File: config.mk
export PLATFORM = sky130hd
export DESIGN_NAME = serv_bufreg_wide_flat
export DESIGN_NICKNAME = d
export VERILOG_FILES = /design/src/rtl/serv_bufreg_wide_if.sv /design/src/rtl/serv_bufreg_wide.sv /design/src/flat_wrapper.sv
export SDC_FILE = /design/constraint.sdc
export NUM_CORES = 1
export LEC_CHECK = 0
export CORE_ASPECT_RATIO = 1.2
export CORE_MARGIN = 8
export CORE_UTILIZATION = 45
export DETAILED_ROUTE_END_ITERATION = 10
export GPL_ROUTABILITY_DRIVEN = 1
export GPL_TIMING_DRIVEN = 0
export HOLD_SLACK_MARGIN = 0.12
export PLACE_DENSITY_LB_ADDON = 0.08
export SYNTH_ARGS = -nofsm -noshare
export SYNTH_HDL_FRONTEND = slang
export SYNTH_SLANG_ARGS = --single-unit
File: constraint.sdc
create_clock -name i_clk -period 4.05 [get_ports i_clk]
set_clock_uncertainty 0.2 [all_clocks]
set_input_delay 0.6075 -clock i_clk [delete_from_list [all_inputs] [get_ports i_clk]]
set_output_delay 0.6075 -clock i_clk [all_outputs]
set_load 0.05 [all_outputs]
File: src/rtl/serv_bufreg_wide_if.sv
// Signal bundle for serv_bufreg_wide: digit inputs, controls and register views.
// The slave modport is the buffer register; the master modport is the controller side.
interface serv_bufreg_wide_if #(
   parameter int unsigned W = 4
);
   localparam int unsigned CW = ((32 / W) > 2) ? $clog2(32 / W) : 1;

   logic          i_en;
   logic          i_init;
   logic          i_mdu_op;
   logic          i_rs1_en;
   logic          i_imm_en;
   logic          i_clr_lsb;
   logic          i_sh_signed;
   logic [W-1:0]  i_rs1;
   logic [W-1:0]  i_imm;
   logic [W-1:0]  o_q;
   logic [1:0]    o_lsb;
   logic [CW-1:0] o_cnt;
   logic          o_last;
   logic [31:0]   o_dbus_adr;
   logic [31:0]   o_ext_rs1;

   modport master (
      output i_en, i_init, i_mdu_op, i_rs1_en, i_imm_en, i_clr_lsb, i_sh_signed,
      output i_rs1, i_imm,
      input  o_q, o_lsb, o_cnt, o_last, o_dbus_adr, o_ext_rs1
   );

   modport slave (
      input  i_en, i_init, i_mdu_op, i_rs1_en, i_imm_en, i_clr_lsb, i_sh_signed,
      input  i_rs1, i_imm,
      output o_q, o_lsb, o_cnt, o_last, o_dbus_adr, o_ext_rs1
   );
endinterface

File: src/rtl/serv_bufreg_wide.sv
// Digit-serial buffer register for the SERV datapath: adds rs1+imm W bits per cycle,
// shifts the sum into a 32-bit register and supplies bus address, low bits and shift operand.
module serv_bufreg_wide #(
   parameter int unsigned W   = 4,
   parameter int unsigned MDU = 0,
   parameter int unsigned B   = W - 1
) (
   input  logic              i_clk,
   input  logic              i_rst_n,
   serv_bufreg_wide_if.slave bus
);
   localparam int unsigned   DIGITS   = 32 / W;
   localparam int unsigned   CW       = (DIGITS > 2) ? $clog2(DIGITS) : 1;
   localparam logic [CW-1:0] LAST_CNT = CW'(DIGITS - 1);
   localparam bit            HAS_MDU  = (MDU != 0);

   generate
      if (!(W == 1 || W == 2 || W == 4 || W == 8)) begin : g_bad_w
         $error("serv_bufreg_wide: W must be 1, 2, 4 or 8");
      end
      if (B != W - 1) begin : g_bad_b
         $error("serv_bufreg_wide: B is derived from W and must not be overridden");
      end
   endgenerate

   logic [CW-1:0] r_cnt;
   logic          r_cr;
   logic [31:0]   r_data;
   logic [1:0]    r_lsb;

   logic          w_first;
   logic          w_last;
   logic [W-1:0]  w_mask;
   logic [W-1:0]  w_rs1;
   logic [W-1:0]  w_imm;
   logic [W:0]    w_sum;
   logic [W-1:0]  w_q;
   logic          w_c;
   logic          w_mdu_gate;

   // Digit adder; JALR clears only bit 0 of the immediate, and only on digit 0.
   always_comb begin
      w_first   = (r_cnt == '0);
      w_last    = (r_cnt == LAST_CNT);
      w_mask    = '0;
      w_mask[0] = w_first & bus.i_clr_lsb;
      w_rs1     = bus.i_rs1 & {W{bus.i_rs1_en}};
      w_imm     = bus.i_imm & {W{bus.i_imm_en}} & ~w_mask;
      w_sum     = {1'b0, w_rs1} + {1'b0, w_imm} + {{W{1'b0}}, r_cr};
      w_q       = w_sum[W-1:0];
      w_c       = w_sum[W];
   end

   always_ff @(posedge i_clk or negedge i_rst_n) begin
      if (!i_rst_n) begin
         r_cnt <= '0;
      end else if (bus.i_en) begin
         r_cnt <= w_last ? '0 : r_cnt + 1'b1;
      end
   end

   // Carry survives stalls but is dropped on the last digit so passes stay independent.
   always_ff @(posedge i_clk or negedge i_rst_n) begin
      if (!i_rst_n) begin
         r_cr <= 1'b0;
      end else if (bus.i_en) begin
         r_cr <= w_last ? 1'b0 : w_c;
      end
   end

   always_ff @(posedge i_clk or negedge i_rst_n) begin
      if (!i_rst_n) begin
         r_data <= '0;
      end else if (bus.i_en) begin
         if (bus.i_init) begin
            r_data <= {w_q, r_data[31:W]};
         end else begin
            r_data <= {{W{r_data[31] & bus.i_sh_signed}}, r_data[31:W]};
         end
      end
   end

   // With a 1-bit digit the two low sum bits arrive on consecutive cycles.
   generate
      if (W == 1) begin : g_lsb_serial
         always_ff @(posedge i_clk or negedge i_rst_n) begin
            if (!i_rst_n) begin
               r_lsb <= '0;
            end else if (bus.i_init && bus.i_en) begin
               if (r_cnt == CW'(0)) begin
                  r_lsb[0] <= w_q[0];
               end
               if (r_cnt == CW'(1)) begin
                  r_lsb[1] <= w_q[0];
               end
            end
         end
      end else begin : g_lsb_parallel
         always_ff @(posedge i_clk or negedge i_rst_n) begin
            if (!i_rst_n) begin
               r_lsb <= '0;
            end else if (bus.i_init && bus.i_en && w_first) begin
               r_lsb <= w_q[1:0];
            end
         end
      end
   endgenerate

   always_comb begin
      w_mdu_gate     = HAS_MDU & bus.i_mdu_op;
      bus.o_q        = r_data[B:0] & {W{~w_mdu_gate | bus.i_en}};
      bus.o_lsb      = w_mdu_gate ? 2'b00 : r_lsb;
      bus.o_cnt      = r_cnt;
      bus.o_last     = w_last;
      bus.o_dbus_adr = {r_data[31:2], 2'b00};
      bus.o_ext_rs1  = r_data;
   end
endmodule

File: src/flat_wrapper.sv
// flat-port wrapper written by rule: the top's interface ports become plain ports
module serv_bufreg_wide_flat 
#(
   parameter int unsigned W   = 4,
   parameter int unsigned MDU = 0,
   parameter int unsigned B   = W - 1
)
  (i_clk, i_rst_n, bus_i_en, bus_i_init, bus_i_mdu_op, bus_i_rs1_en, bus_i_imm_en, bus_i_clr_lsb, bus_i_sh_signed, bus_i_rs1, bus_i_imm, bus_o_q, bus_o_lsb, bus_o_cnt, bus_o_last, bus_o_dbus_adr, bus_o_ext_rs1);
  serv_bufreg_wide_if #(.W(W)) bus_i ();
  input  logic i_clk;
  input  logic i_rst_n;
  input wire logic [$bits(bus_i.i_en)-1:0] bus_i_en;
  input wire logic [$bits(bus_i.i_init)-1:0] bus_i_init;
  input wire logic [$bits(bus_i.i_mdu_op)-1:0] bus_i_mdu_op;
  input wire logic [$bits(bus_i.i_rs1_en)-1:0] bus_i_rs1_en;
  input wire logic [$bits(bus_i.i_imm_en)-1:0] bus_i_imm_en;
  input wire logic [$bits(bus_i.i_clr_lsb)-1:0] bus_i_clr_lsb;
  input wire logic [$bits(bus_i.i_sh_signed)-1:0] bus_i_sh_signed;
  input wire logic [$bits(bus_i.i_rs1)-1:0] bus_i_rs1;
  input wire logic [$bits(bus_i.i_imm)-1:0] bus_i_imm;
  output wire logic [$bits(bus_i.o_q)-1:0] bus_o_q;
  output wire logic [$bits(bus_i.o_lsb)-1:0] bus_o_lsb;
  output wire logic [$bits(bus_i.o_cnt)-1:0] bus_o_cnt;
  output wire logic [$bits(bus_i.o_last)-1:0] bus_o_last;
  output wire logic [$bits(bus_i.o_dbus_adr)-1:0] bus_o_dbus_adr;
  output wire logic [$bits(bus_i.o_ext_rs1)-1:0] bus_o_ext_rs1;
  assign bus_i.i_en = bus_i_en;
  assign bus_i.i_init = bus_i_init;
  assign bus_i.i_mdu_op = bus_i_mdu_op;
  assign bus_i.i_rs1_en = bus_i_rs1_en;
  assign bus_i.i_imm_en = bus_i_imm_en;
  assign bus_i.i_clr_lsb = bus_i_clr_lsb;
  assign bus_i.i_sh_signed = bus_i_sh_signed;
  assign bus_i.i_rs1 = bus_i_rs1;
  assign bus_i.i_imm = bus_i_imm;
  assign bus_o_q = bus_i.o_q;
  assign bus_o_lsb = bus_i.o_lsb;
  assign bus_o_cnt = bus_i.o_cnt;
  assign bus_o_last = bus_i.o_last;
  assign bus_o_dbus_adr = bus_i.o_dbus_adr;
  assign bus_o_ext_rs1 = bus_i.o_ext_rs1;
  serv_bufreg_wide #(.W(W), .MDU(MDU), .B(B)) u_core (.i_clk(i_clk), .i_rst_n(i_rst_n), .bus(bus_i));
endmodule
==> impl_metrics.csv, run 1 <==
group,metric,value,unit
logic_synthesis,yosysWarnings,0,
logic_synthesis,ys_types,27,
placement,portBuffers,86,
timing,layout_worst_path_cycle_share,0.6333,
timing,setup_viol,0,
power_and_ir_drop,peakVddDrop,0.5115,mV
global_route,grt_first_pass_wirelength,7169,um
layout,diodes,0,
run,max-cap-violations,0,
floorplan,num_rows,26,
floorplan,start_util,0.4656,
drt,wl_per_cell,13.20,um
timing,report.final.hold_viol_count,0,
floorplan,fp.coreArea,4262,sq um
cts,clock_path_buffers,2,
drt,vias_per_cell,4.530,
global_route,grt_use_total,0.1312,
global_route,grt_max_degree,39,
setup_path,reg2reg_to,"u_core.bus.o_lsb[1]",
setup_path,path_class,"flop to output port",
layout,drive_gt1_frac,0.3152,
cts,cts_buffers,5,
global_route,antenna_found_initial,0,
global_route,grt_overflow,0,
timing,relSlewSlack,0.4469,
setup_path,crit_arrival,1.76,ns
drt,drt-initial-drc-count,38,
logic_synthesis,syn_avg_cell_area,12.25,sq um
cts,post_cts_buffers,0,
floorplan,die_w,76.62,um
cts,clk_latency,0.28,ns
floorplan,dieArea,6800,sq um
drt,vias,1418,
layout,fillers,336,
floorplan,io_pins,91,
placement,place_congestion,0.8010,
placement,dp_hpwl,3339,um
timing,layout_setup_ws,1.485,ns
power_and_ir_drop,powerDensity,813.1,nW/um^2
cts,htreeDepth,2,
worst_hold_path,hp-class,"input port to asynchronous set/reset pin",
layout,syn_to_final_growth,52.33,%
setup_path,path_max_fanout,3,
logic_synthesis,seq_area_frac_synth,0.4792,
power_and_ir_drop,p_total,2458,uW
logic_synthesis,ys_seq_elements,38,
setup_path,rrSetupSlack,1.69,ns
logic_synthesis,netlist_instances,162,
floorplan,dieHeight,88.75,um
logic_synthesis,syn-cell-area,1984,sq um
setup_path,crit_path_end_kind,"output port",
global_route,grt_pass1_vias,1460,
setup_path,timing.rr.start,"u_core.bus.o_cnt[0]",
setup_path,start_kind,"flop",
drt,drcViolationCount,0,
timing,finalSetupTns,0,ns
cts,cts_hold_buf,0,
placement,dp_slack,1.293,ns
timing,fin_crit,2.565,ns
timing,worstMarginPinSlew,0.8296,ns
cts,cts.root.buffer_cell,"clkbuf_8",
drt,antenna_left,0,
setup_path,r2r_cells,8,
drt,drtPass1Iterations,4,
cts,cts_tree,"done",
layout,multi_input_area,701.9,sq um
timing,rsz0062_at_grt,"false",
layout,final-seq-area,950.9,sq um
layout,nets,281,
cts,clk_pin_slew,0.07,ns
status,status,"finished, final reports clean",
timing,final_max_slew_viol_count,0,
drt,postRouteWirelength,4133,um
cts,cts_sinks,38,
power_and_ir_drop,power_leakage,0.001403,uW
setup_path,cp_data_required_time,3.24,ns
timing,max_clock_freq,389.9,MHz
cts,ctsResizeCount,0,
==> routing by layer <==
metal,up-vias,track usage,part of all wire
met2,57,0.2231,0.51
met5,-,0,0
met3,5,0.06707,0.095
met1,658,0.1341,0.38
li1,698,-,-
met4,0,0.05779,0.016
==> critical path, stage by stage (launching register included) <==
cell             delay (ns)
dfrtp_1                0.39
ha_1                   0.20
ha_1                   0.18
clkdlybuf4s50_1        0.70
==> Yosys cell counts <==
cell / instances / area share
inv_1: 5 / 0.0095
a21oi_1: 8 / 0.020
o21ai_0: 2 / 0.0050
o22ai_1: 1 / 0.0032
mux2_2: 29 / 0.16
conb_1: 1 / 0.0019
mux2_4: 1 / 0.0076
and3b_1: 1 / 0.0044
nand3b_1: 3 / 0.011
buf_2: 1 / 0.0025
ha_1: 6 / 0.038
dfrtp_1: 38 / 0.48
a211o_1: 1 / 0.0044
fa_1: 2 / 0.020
buf_4: 37 / 0.14
nor2_1: 3 / 0.0057
nand2b_1: 2 / 0.0063
nand4b_2: 1 / 0.0076
buf_6: 3 / 0.017
mux2i_1: 1 / 0.0050
a21o_1: 1 / 0.0038
a21boi_1: 1 / 0.0038
nand3_1: 2 / 0.0050
and2_1: 6 / 0.019
and3_1: 1 / 0.0032
xor2_1: 1 / 0.0044
nand2_1: 4 / 0.0076
==> where the power goes <==
part	internal [uW]	switching, uW	total, uW
clock	181	126	307
combinational	590	966	1560
sequential	494	100	594
==> cell usage in the layout, fill, tap and decap left out, drive strengths merged, types with 3 or more instances in the layout <==
master	netlist	routed
mux2	30	30
nand3b	3	3
nand2	4	4
a21oi	8	8
inv	5	5
dfrtp	38	38
ha	6	6
buf	41	42
nor2	3	3
and2	6	6
clkdlybuf4s50	0	85
clkbuf	0	5
==> area by class of cell <==
class | count | area share
clock buffer | 5 | 0.02276
multi-input combinational | 79 | 0.2322
sequential | 38 | 0.3146
clock inverter | 3 | 0.01325
tap | 56 | 0.02318
buffer | 41 | 0.1047
inverter | 5 | 0.006209
timing repair buffer | 86 | 0.2831
==> registers in the layout (all words and copies together) (netlist names) <==
| register | flops |
|---|---|
| u_core.bus.o_ext_rs1 | 32 |
| u_core.bus.o_cnt | 3 |
| u_core.bus.o_lsb | 2 |
| u_core.r_cr | 1 |
==> kinds of logic after synthesis <==
logic type | after synthesis | synth area share
muxes | 31 | 0.1772
and+or+nand+nor | 23 | 0.06999
DFF | 38 | 0.4792
adders and majority gates | 8 | 0.05801
buffers and inverters | 46 | 0.1690
other | 1 | 0.001890
AOI/OAI and AO/OA | 14 | 0.04036
xor gates and xnor gates | 1 | 0.004414
==> how the worst max path moves through the flow <==
| stage | startpoint | endpoint | slack [ns] | depth (start not counted) |
|---|---|---|---|---|
| after global placement | bus_i_imm_en | u_core.bus.o_lsb[1] | 1.29 | 6 |
| after detailed placement | bus_i_imm_en | u_core.bus.o_lsb[1] | 1.29 | 6 |
| after global routing | u_core.bus.o_cnt[1] | bus_o_last | 1.42 | 3 |
| after CTS | u_core.bus.o_cnt[1] | bus_o_last | 1.46 | 3 |
| after floorplan | u_core.bus.o_cnt[0] | u_core.bus.o_lsb[1] | 1.40 | 8 |
| final | u_core.bus.o_cnt[0] | bus_o_last | 1.49 | 3 |
==> stage by stage <==
stage                 util  std cells  hold slack (ns)  instance area (sq um)
floorplan                -        163           0.1119                   1988
global placement    0.6850        305           0.2655                   2919
detailed placement  0.6838        305           0.2865                   2914
CTS                 0.7093        313           0.2343                   3023
global route        0.7093        313           0.2765                   3023
finish              0.7093        313           0.2174                   3023
No activity file was read; power rests on OpenSTA's default activity.
==> inputs of run 2 (changes only) <==
--- a/config.mk
+++ b/config.mk
@@ -7,7 +7,7 @@
 export LEC_CHECK = 0
 export CORE_ASPECT_RATIO = 1.2
 export CORE_MARGIN = 8
-export CORE_UTILIZATION = 45
+export CORE_UTILIZATION = 37
 export DETAILED_ROUTE_END_ITERATION = 10
 export GPL_ROUTABILITY_DRIVEN = 1
 export GPL_TIMING_DRIVEN = 0
==> constraint.sdc (replaced) <==
create_clock -name i_clk -period 2.15 [get_ports i_clk]
set_clock_uncertainty 0.2 [all_clocks]
set_input_delay 0.3225 -clock i_clk [delete_from_list [all_inputs] [get_ports i_clk]]
set_output_delay 0.3225 -clock i_clk [all_outputs]
set_load 0.05 [all_outputs]
==> run 2 against run 1 <==
Compared with the run above: the flow now finishes with violations (negative setup slack); setup slack got worse by 1.5 ns; routed wire length increased by 8.3%; global-route usage decreased by 1.4 points.
==> impl_metrics.csv, run 2 (synthesized netlist as in run 1, its figures left out) <==
group,metric,value,unit
cts,cts_sinks,38,
worst_hold_path,hp-class,"input port to flop",
drt,antenna_left,0,
timing,whs,0.2124,ns
timing,report.final.hold_viol_count,0,
global_route,grt_use_total,0.1171,
timing,setup_viol,1,
drt,vias_per_cell,4.378,
timing,relSlewSlack,0.4432,
placement,place_inst,311,
drt,drt-initial-drc-count,45,
floorplan,io_pins,91,
run,max-cap-violations,0,
timing,layout_worst_path_cycle_share,1.006,
cts,cts_tree,"done",
setup_path,crit_arrival,2.13,ns
cts,clk_pin_slew,0.07,ns
layout,drive_gt1_frac,0.3640,
layout,layout_commonest_cell,"clkdlybuf4s50_1",
floorplan,num_rows,29,
floorplan,dieArea,7973,sq um
timing,fin_crit,2.162,ns
layout,syn_to_final_growth,57.88,%
timing,max_clock_freq,462.4,MHz
power_and_ir_drop,power_leakage,0.001735,uW
drt,postRouteWirelength,4478,um
power_and_ir_drop,peakVddDrop,0.8433,mV
placement,place_congestion,0.7274,
setup_path,path_class,"flop to flop",
cts,clk_latency,0.29,ns
drt,drtPass1Iterations,4,
drt,drcViolationCount,0,
timing,rsz0062_at_grt,"true",
drt,wl_per_cell,13.86,um
placement,dp_hpwl,3502,um
placement,portBuffers,86,
global_route,antenna_found_initial,0,
drt,vias,1414,
global_route,grt_pass1_vias,1519,
layout,nets,286,
cts,htreeDepth,2,
power_and_ir_drop,powerDensity,1452,nW/um^2
cts,cts_buffers,5,
setup_path,cp_data_required_time,2.12,ns
timing,layout_setup_ws,-0.01250,ns
layout,layout_common_cells,"clkdlybuf4s50_1 (55), buf_4 (41), dfrtp_1 (36), mux2_2 (29), dlymetal6s2s_1 (28)",
floorplan,die_w,82.86,um
layout,fin_area,3133,sq um
cts,cts.root.buffer_cell,"clkbuf_8",
timing,final_max_slew_viol_count,0,
floorplan,dieHeight,96.23,um
setup_path,path_max_fanout,2,
layout,largest_reg_flops,32,
floorplan,start_util,0.3798,
status,violations,"negative setup slack",
layout,diodes,0,
setup_path,crit_path_end_kind,"flop",
floorplan,fp.coreArea,5225,sq um
placement,dp_slack,-0.2748,ns
layout,final_cell_count_no_fill,323,
placement,placedInstanceArea,2944,sq um
global_route,grt_max_degree,39,
setup_path,start_kind,"flop",
global_route,grt_overflow,0,
global_route,grt_first_pass_wirelength,7617,um
timing,worstMarginPinSlew,0.8353,ns
cts,clock_path_buffers,2,
status,status,"finished with violations",
-- run 2: cell count changes in the layout (fill, tap and decap cells not counted), sizes merged --
| cell | before | now |
|---|---|---|
| buf | 42 | 46 |
| clkdlybuf4s50 | 85 | 55 |
| bufinv | 1 | 0 |
| clkbuf | 5 | 6 |
| dlymetal6s2s | 0 | 28 |
| dlygate4sd3 | 0 | 1 |
| dlygate4sd2 | 0 | 1 |
-- run 2: area by class of cell --
cell class | instances | area, sq um
sequential | 38 | 953.4
buffer | 41 | 316.6
tap | 62 | 77.57
inverter | 5 | 18.77
multi-input combinational | 79 | 728.2
fill | 455 | 2092
timing repair buffer | 91 | 959.7
clock buffer | 5 | 68.82
clock inverter | 2 | 10.01
-- run 2: critical path, cell delays in order (launching register included) --
cell      delay, ns
dfrtp_2        0.36
inv_2          0.05
ha_4           0.15
nand3b_1       0.09
nand3_2        0.07
fa_2           0.35
inv_2          0.07
fa_2           0.43
mux2_4         0.27
-- run 2: power breakdown --
| group | switching [uW] | internal (uW) | leakage, uW | total (uW) |
|---|---|---|---|---|
| Clock | 231 | 217 | 0.0000438 | 448 |
| Sequential | 194 | 933 | 0.000466 | 1130 |
| Combinational | 1840 | 1130 | 0.00123 | 2970 |
| Total | 2270 | 2280 | 0.00174 | 4550 |
-- run 2: per-stage QoR --
step / TNS [ns] / utilization / power [uW]
finish: -0.01250 / 0.5996 / 4550
global route: -0.2263 / 0.5996 / 4787
CTS: -0.05098 / 0.5841 / 4613
detailed placement: -0.9649 / 0.5635 / 4142
global placement: -14.76 / 0.5644 / 4116
floorplan: -0.4349 / - / 3178
-- run 2: timing repair --
item	4_1_cts	5_1_grt
setup buffers	2	2
resized for setup	4	30
setup endpoints to repair	6	33
hold endpoints to repair	38	0
hold buffers	1	0
pin swaps	1	3
-- run 2: final timing paths --
kind,start,end,slack (ns),depth (start not counted)
min in group asynchronous,i_rst_n,u_core.bus.o_ext_rs1[6],0.48,2
min reg2reg,u_core.bus.o_lsb[1],u_core.bus.o_lsb[1],0.32,1
max,u_core.bus.o_cnt[0],u_core.bus.o_lsb[1],-0.01,8
min,bus_i_en,u_core.bus.o_cnt[0],0.21,3
max in group asynchronous,i_rst_n,u_core.bus.o_cnt[1],0.70,2
max reg2reg,u_core.bus.o_cnt[0],u_core.bus.o_lsb[1],-0.01,8
-- run 2: layer usage --
layer / vias up / track usage / share of wire
met4: 0 / 0.04839 / 0.010
met1: 660 / 0.1236 / 0.39
met5: - / 0 / 0
li1: 700 / - / -
met3: 4 / 0.05419 / 0.080
met2: 50 / 0.1999 / 0.52
